$ cat config.mk
export PLATFORM = sky130hd
export DESIGN_NAME = scan_sequencer
export DESIGN_NICKNAME = d
export VERILOG_FILES = /design/src/rtl/scan_sequencer.sv
export SDC_FILE = /design/constraint.sdc
export NUM_CORES = 1
export LEC_CHECK = 0
export BUFFER_PORTS_ARGS = -buffer_cell sky130_fd_sc_hd__buf_2
export CORE_ASPECT_RATIO = 1.4
export CORE_MARGIN = 4
export CORE_UTILIZATION = 35
export DETAILED_ROUTE_END_ITERATION = 12
export GPL_ROUTABILITY_DRIVEN = 0
export GPL_TIMING_DRIVEN = 0
export PLACE_DENSITY = 0.64
export SLEW_MARGIN = 5
export SYNTH_ARGS = -nofsm -noshare
export SYNTH_HDL_FRONTEND = slang
export SYNTH_SLANG_ARGS = --single-unit
$ cat constraint.sdc
create_clock -name clk_write -period 3.21 [get_ports clk_write]
set_clock_uncertainty 0.2 [all_clocks]
set_input_delay 0.963 -clock clk_write [delete_from_list [all_inputs] [get_ports clk_write]]
set_output_delay 0.963 -clock clk_write [all_outputs]
set_load 0.01 [all_outputs]
$ cat src/rtl/scan_sequencer.sv
// Tactile-array scan sequencer: steps switch/read selects over every point, settles,
// triggers one ADC conversion per point and strobes the sample into the frame store.
// Optional ADC timeout recovery is enabled by defining SCAN_TIMEOUT_EN.
module scan_sequencer #(
    parameter int SW_WIRE_CNT    = 16,
    parameter int RD_WIRE_CNT    = 16,
    parameter int SETTLE_CYCLES  = 64,
    parameter int TIMEOUT_CYCLES = 1024
) (
    input  logic                           clk_write,
    input  logic                           rst_n,
    input  logic                           start_in,
    input  logic                           continuous_in,
    input  logic                           stop_in,
    input  logic [11:0]                    adc_data_in,
    input  logic                           adc_valid_in,
    output logic                           adc_trigger_out,
    output logic [$clog2(SW_WIRE_CNT):0]   sw_select_out,
    output logic [$clog2(RD_WIRE_CNT):0]   rd_select_out,
    output logic [$clog2(SW_WIRE_CNT):0]   sw_write_out,
    output logic [$clog2(RD_WIRE_CNT):0]   rd_write_out,
    output logic [11:0]                    data_out,
    output logic                           data_valid_out,
    output logic                           busy_out,
    output logic                           frame_done_out,
    output logic [15:0]                    frame_count_out,
    output logic                           error_out
);
    localparam int SW_W    = $clog2(SW_WIRE_CNT) + 1;
    localparam int RD_W    = $clog2(RD_WIRE_CNT) + 1;
    localparam int CNT_MAX = (SETTLE_CYCLES > TIMEOUT_CYCLES) ? SETTLE_CYCLES : TIMEOUT_CYCLES;
    localparam int CNT_W   = $clog2(CNT_MAX + 1);
    localparam logic [SW_W-1:0] SW_LAST = SW_W'(SW_WIRE_CNT - 1);
    localparam logic [RD_W-1:0] RD_LAST = RD_W'(RD_WIRE_CNT - 1);

    typedef enum logic [1:0] {IDLE, SETTLE, CONVERT, WRITE} state_t;

    state_t            state, next_state;
    logic [CNT_W-1:0]  cnt;
    logic              last_point, valid_ok, timeout_hit;

    logic [SW_W-1:0]   sw_sel_d, sw_wr_d;
    logic [RD_W-1:0]   rd_sel_d, rd_wr_d;
    logic [11:0]       data_d;
    logic [15:0]       fc_d;
    logic              trig_d, dv_d, fd_d, busy_d;

    assign last_point = (sw_select_out == SW_LAST) && (rd_select_out == RD_LAST);
    // The registered trigger is high exactly in the trigger cycle, where valid is ignored.
    assign valid_ok   = adc_valid_in && !adc_trigger_out;

`ifdef SCAN_TIMEOUT_EN
    assign timeout_hit = (state == CONVERT) && !valid_ok && (cnt == CNT_W'(TIMEOUT_CYCLES));
`else
    assign timeout_hit = 1'b0;
`endif

    always_ff @(posedge clk_write or negedge rst_n) begin
        if (!rst_n) begin
            state           <= IDLE;
            cnt             <= '0;
            sw_select_out   <= '0;
            rd_select_out   <= '0;
            sw_write_out    <= '0;
            rd_write_out    <= '0;
            data_out        <= '0;
            frame_count_out <= '0;
            adc_trigger_out <= 1'b0;
            data_valid_out  <= 1'b0;
            frame_done_out  <= 1'b0;
            busy_out        <= 1'b0;
        end else begin
            state           <= next_state;
            cnt             <= (state == IDLE || next_state != state) ? '0 : cnt + 1'b1;
            sw_select_out   <= sw_sel_d;
            rd_select_out   <= rd_sel_d;
            sw_write_out    <= sw_wr_d;
            rd_write_out    <= rd_wr_d;
            data_out        <= data_d;
            frame_count_out <= fc_d;
            adc_trigger_out <= trig_d;
            data_valid_out  <= dv_d;
            frame_done_out  <= fd_d;
            busy_out        <= busy_d;
        end
    end

    always_comb begin
        next_state = state;
        case (state)
            IDLE:    if (start_in) next_state = SETTLE;
            SETTLE:  if (cnt == CNT_W'(SETTLE_CYCLES - 1)) next_state = CONVERT;
            CONVERT: if (valid_ok || timeout_hit) next_state = WRITE;
            WRITE:   next_state = (!last_point || continuous_in) ? SETTLE : IDLE;
            default: next_state = IDLE;
        endcase
        if (stop_in) next_state = IDLE;
    end

    // Computes next values of the registered outputs from the transition being taken.
    always_comb begin
        sw_sel_d = sw_select_out;
        rd_sel_d = rd_select_out;
        sw_wr_d  = sw_write_out;
        rd_wr_d  = rd_write_out;
        data_d   = data_out;
        fc_d     = frame_count_out;
        trig_d   = (next_state == CONVERT) && (state != CONVERT);
        dv_d     = (next_state == WRITE);
        fd_d     = (next_state == WRITE) && last_point;
        busy_d   = (next_state != IDLE);

        if (next_state == WRITE) begin
            sw_wr_d = sw_select_out;
            rd_wr_d = rd_select_out;
            data_d  = valid_ok ? adc_data_in : 12'hFFF;
        end

        if (state == WRITE && !stop_in) begin
            if (rd_select_out == RD_LAST) begin
                rd_sel_d = '0;
                sw_sel_d = (sw_select_out == SW_LAST) ? '0 : sw_select_out + 1'b1;
            end else begin
                rd_sel_d = rd_select_out + 1'b1;
            end
            if (last_point) fc_d = frame_count_out + 16'd1;
        end

        if (next_state == IDLE) begin
            sw_sel_d = '0;
            rd_sel_d = '0;
        end
    end

`ifdef SCAN_TIMEOUT_EN
    always_ff @(posedge clk_write or negedge rst_n) begin
        if (!rst_n) begin
            error_out <= 1'b0;
        end else if (timeout_hit && next_state == WRITE) begin
            error_out <= 1'b1;
        end else if (state == IDLE && start_in && !stop_in) begin
            error_out <= 1'b0;
        end
    end
`else
    assign error_out = 1'b0;
`endif

endmodule
# Word-level counts from Yosys, hierarchy flattened
# Index checks and enable logic that the tools add are counted.
dict set report word_totals {
  out_inout_bits 53
  wordCells 58
  in_bits 18
  reg_bits 65
}
dict set report classes {
  reduce_logical 17
  addsub 4
  mux 15
  eq_ne 10
}
# operator n
set op_table {}
lappend op_table {{2-to-1 mux 5 bit} 7}
lappend op_table {{adder 16 x 1 -> 16 bit, second input constant} 1}
lappend op_table {{2-to-1 mux 12 bit} 1}
lappend op_table {{adder 11 x 1 -> 11 bit, second input constant} 1}
lappend op_table {{== test 11 x 6 -> 1 bit, second input constant} 1}
lappend op_table {{2-to-1 mux 11 bit} 1}
lappend op_table {{adder 5 x 1 -> 5 bit, second input constant} 2}
lappend op_table {{== test 5 x 4 -> 1 bit, second input constant} 2}
lappend op_table {{== test 2 bit, second input constant} 4}
lappend op_table {{2-to-1 mux 2 bit} 4}
lappend op_table {{case mux 2 bit (4 select lines)} 1}
lappend op_table {{nonzero test 2 bit} 3}
lappend op_table {{logical AND 1 bit} 5}
lappend op_table {{zero test 2 bit} 2}
lappend op_table {{AND reduction 2 bit} 2}
lappend op_table {{zero test 1 bit} 3}
lappend op_table {{== test 2 x 1 -> 1 bit, second input constant} 1}
lappend op_table {{logical OR 1 bit} 2}
lappend op_table {{!= test 2 bit} 1}
lappend op_table {{!= test 2 bit, second input constant} 1}
lappend op_table {{2-to-1 mux 1 bit} 1}

# Logic depth before layout (Yosys ltp)
dict set report logic_depth {
  word_depth 10
  depth_mapped 7
  depth_no_buf 5
}

# Worst setup path after synthesis
# OpenSTA, ideal clock, no wires.
dict set report synth_path {
  kind {input-to-reg}
  start {in adc_valid_in}
  end {reg sw_write_out[1]}
  setup_time_ps 125
  t_required_ps 2885
  arrival_time_ps 2417
  setup_slack_ps 468
  path_buffers 1
  cell_stages 4
  path_cell_list {nand2b_1 -> nor4b_2 -> clkbuf_1 -> mux2_2}
}
dict set report synth_between {
  elab_chain_len 5
}
# item line
set synth_rtl {}
lappend synth_rtl {{start: declaration} 16} ;# input logic adc_valid_in,
lappend synth_rtl {{logical AND 1 bit} 50} ;# assign valid_ok = adc_valid_in && !adc_trigger_out;
lappend synth_rtl {{2-to-1 mux 2 bit} 93} ;# CONVERT: if (valid_ok || timeout_hit) next_state = WRITE;
lappend synth_rtl {{case mux 2 bit (4 select lines)} 90} ;# case (state)
lappend synth_rtl {{2-to-1 mux 2 bit} 97} ;# if (stop_in) next_state = IDLE;
lappend synth_rtl {{== test 2 bit} 113} ;# if (next_state == WRITE) begin
lappend synth_rtl {{end signal: assignment} 77} ;# sw_write_out <= sw_wr_d;
lappend synth_rtl {{end: declaration} 20} ;# output logic [$clog2(SW_WIRE_CNT):0] sw_write_out,
# Every way passes these cells.
# A chain may end at the register's enable or synchronous reset.

# Worst setup path in the final report
dict set report layout_path {
  start {in adc_valid_in}
  end {reg data_out[7]}
}
dict set report layout_between {
  elab_chain_len 5
  elab_cells_between_ends 6
  cone_classes {eq/ne: 1; mux: 4; reduce/logical: 1}
}
# item line
set layout_rtl {}
lappend layout_rtl {{logical AND 1 bit} 50}
lappend layout_rtl {{2-to-1 mux 2 bit} 93}
lappend layout_rtl {{case mux 2 bit (4 select lines)} 90}
lappend layout_rtl {{2-to-1 mux 2 bit} 97}
lappend layout_rtl {{== test 2 bit} --}
lappend layout_rtl {{net dv_d} 46} ;# logic trig_d, dv_d, fd_d, busy_d;
lappend layout_rtl {{end signal: assignment} 79} ;# data_out <= data_d;
lappend layout_rtl {{end: declaration} 22} ;# output logic [11:0] data_out,
# The timed path passes the listed nets, and every way through them passes these cells.

==> impl_metrics.py <==
metrics = {
    "run_status": {
        "status": "complete, no violations",
    },
    "die": {
        "chipWidth_um": 85.1,
        "start_util_pct": 35.7,
        "io_pins": 71,
        "rows": 39,
        "die_y_um": 116,
        "core_area_um2": 8150,
        "dieArea_um2": 9860,
    },
    "clock_tree": {
        "clk_pin_slew_worst_paths_ns": 0.06,
        "cts_tree": "yes",
        "clockBufferDepth": 2,
        "htreeDepth": 3,
        "ctsRootBufferMaster": "clkbuf_16",
        "clk_latency_ns": 0.33,
        "numCtsBuffers": 9,
        "postCtsSetupRepairBufs": 0,
        "cts.sinks": 65,
    },
    "timing": {
        "hold_violations": 0,
        "period_share_pct": 86.6,
        "rsz0062_at_grt": "no",
        "setup_violations": 0,
        "timing.fmax_mhz": 360,
        "slew_violations": 0,
        "worstMarginPinSlew_ns": 0.814,
        "max-slew-margin-rel_pct": 45.7,
        "setup_tns_ns": 0,
        "period_minus_slack_ns": 2.78,
    },
    "logic_synthesis": {
        "syn_area_um2": 2910,
        "yosysSeqAreaShare_pct": 55.9,
        "ys_warn_count": 0,
        "synth_edf_count": 0,
        "synth_ff_type": "dfrtp_1",
        "synth_nets": 289,
        "syn_avg_cell_area_um2": 10.9,
        "synth_top_area_share_pct": 55.9,
        "synthArstFlopShare_pct": 100,
        "syn-instance-count": 267,
        "synth_area_leaders": "dfrtp_1, xnor2_1, nor2_1",
        "synth_largest_area_cell": "dfrtp_1",
        "ys_seq_elements": 65,
        "netlist-cell-type-count": 40,
    },
    "global_routing": {
        "grtUsageMet2_pct": 23.1,
        "grt_start_max_net_pins": 66,
        "grt_pass1_vias": 2279,
        "antenna_found_initial": 0,
        "grt-ovfl-total": 0,
        "grt_pass1_wl_um": 10900,
        "grt_use_met1_pct": 17.1,
        "grt_use_total_pct": 14.0,
        "grt-busiest-layer": "met2",
        "grtUsageMet3_pct": 3.20,
    },
    "drt": {
        "via_per_inst": 4.95,
        "drtAntennaViolNets": 0,
        "drc_errors": 0,
        "drtIter0Drc": 96,
        "vias": 2247,
        "wirelength_um": 6490,
        "firstDrtPassIters": 5,
        "wl_per_cell_um": 14.3,
    },
    "hold_path": {
        "min_path_type": "register to register",
        "hold_depth": 1,
    },
    "critical_path": {
        "critical_path.max_fanout": 10,
        "cp_common_cell": "buf_2",
        "endpoint_kind": "register",
        "cp_top_family": "buffers and inverters",
        "required_ns": 3.22,
        "critical_path_buf_inv_count": 3,
        "crit_cells": 6,
        "cpPeakStageDelay_ns": 0.66,
        "reg2regPathDepth": 5,
        "cp-start-kind": "primary input",
        "criticalPathCategory": "primary input to register",
        "arrival_ns": 2.79,
        "slowest_stage": "nor4b_4",
        "path_cells": "buf_2 > nand2b_1 > nor4b_4 > clkbuf_1 > buf_2 > a21oi_1",
    },
    "placement": {
        "port_buffers": 69,
        "placed_cell_area_um2": 3390,
        "dpl.cell_count": 438,
        "hpwlAfterDp_um": 4540,
    },
    "power_and_ir_drop": {
        "leakagePower_uw": 0.00189,
        "p_total_uw": 1970,
        "power_density_nw_per_um2": 530,
        "irDropWorstVdd_v": 0.000268,
    },
    "cells_and_area": {
        "fin_nets": 369,
        "instances_no_fill": 454,
        "num_antenna_cells": 0,
        "utilization_pct": 45.7,
        "area_growth_pct": 27.9,
        "final_cell_mix": "buf_2, dfrtp_1, nor2_1",
        "finalInstanceArea_um2": 3720,
        "drive_above_1_share_pct": 29.8,
        "final_common_cell": "buf_2",
    },
    "flow_run": {
        "max_cap_viol_count": 0,
    },
}
## sequential cells by signal, summed over array words and instances, names as in the netlist
name and cells:
sw_select_out 5, state 2, cnt 11, frame_done_out 1
data_out 12, rd_select_out 5, data_valid_out 1, frame_count_out 16
sw_write_out 5, busy_out 1, adc_trigger_out 1, rd_write_out 5
## power by group
group / switching (uW) / leakage [uW] / internal [uW] / total, uW
sequential: 7.11 / 0.000898 / 833 / 840
combinational: 48.7 / 0.000833 / 28.9 / 77.6
clock: 354 / 0.000159 / 703 / 1060
## cell usage after synthesis, drive strengths merged (2+ instances only)
| master | count |
|---|---|
| and3 | 7 |
| and4b | 2 |
| xor2 | 8 |
| nor3 | 4 |
| nand4b | 2 |
| a21o | 2 |
| mux2 | 11 |
| and4 | 5 |
| xnor2 | 18 |
| and2 | 4 |
| a22oi | 3 |
| buf | 4 |
| nand3 | 11 |
| dfrtp | 65 |
| a21oi | 22 |
| ha | 4 |
| clkbuf | 7 |
| nand2 | 12 |
| nand2b | 4 |
| nand4 | 10 |
| inv | 4 |
| o21ai | 3 |
| nor2 | 38 |
| or3 | 4 |
## worst paths after layout
| path | start | end | slack (ns) |
|---|---|---|---|
| min in group asynchronous | rst_n | data_valid_out$_DFF_PN0_ | 0.51 |
| min | cnt[0]$_DFF_PN0_ | cnt[0]$_DFF_PN0_ | 0.26 |
| max reg2reg | adc_trigger_out$_DFF_PN0_ | data_out[7]$_DFFE_PN0P_ | 0.69 |
| max | adc_valid_in | data_out[7]$_DFFE_PN0P_ | 0.43 |
| min reg2reg | cnt[0]$_DFF_PN0_ | cnt[0]$_DFF_PN0_ | 0.26 |
| max in group asynchronous | rst_n | sw_write_out[4]$_DFFE_PN0P_ | 1.74 |
## metal layers
metal | wire length [um] | share of wire, % | vias to the layer above
met1 | 2760 | 43 | 1083
met4 | 146 | 2.3 | 0
met3 | 308 | 4.7 | 14
li1 | - | - | 1094
met5 | 0 | 0 | -
met2 | 3270 | 50 | 56
## cells by family (layout without fill, tap and decap cells)
kind of cell / after synthesis / after routing / share of synthesized area [%]
compound gates: 33 / 33 / 6.84
xor+xnor: 26 / 26 / 7.82
buf+inv: 15 / 100 / 2.49
simple gates: 111 / 111 / 20.5
other cells: 1 / 1 / 0.129
fa+ha+maj: 4 / 4 / 1.72
flops: 65 / 65 / 55.9
mux: 12 / 12 / 4.60
## stage by stage
stage | hold WS (ns) | setup slack, ns
floorplan | 0.224 | 0.468
CTS | 0.260 | 0.127
detailed placement | 0.253 | -0.218
finish | 0.255 | 0.430
global route | 0.281 | 0.248
global placement | 0.238 | -0.238
## cell type report
class | instances | area [um2]
fillers | 770 | 4430
flip-flops and latches | 65 | 1630
multi-input cells | 187 | 1220
repair buffers | 69 | 348
clock buffers | 10 | 239
well taps | 102 | 128
clock inverters | 6 | 90.1
plain buffers | 11 | 57.6
inverters | 4 | 15.0
## what timing repair did
| action | 4_1_cts | 5_1_grt |
|---|---|---|
| gates resized for setup | 0 | 1 |
| hold buffers | 0 | 0 |
| setup endpoints to repair | 0 | 9 |
No activity file was read; power rests on OpenSTA's default activity.
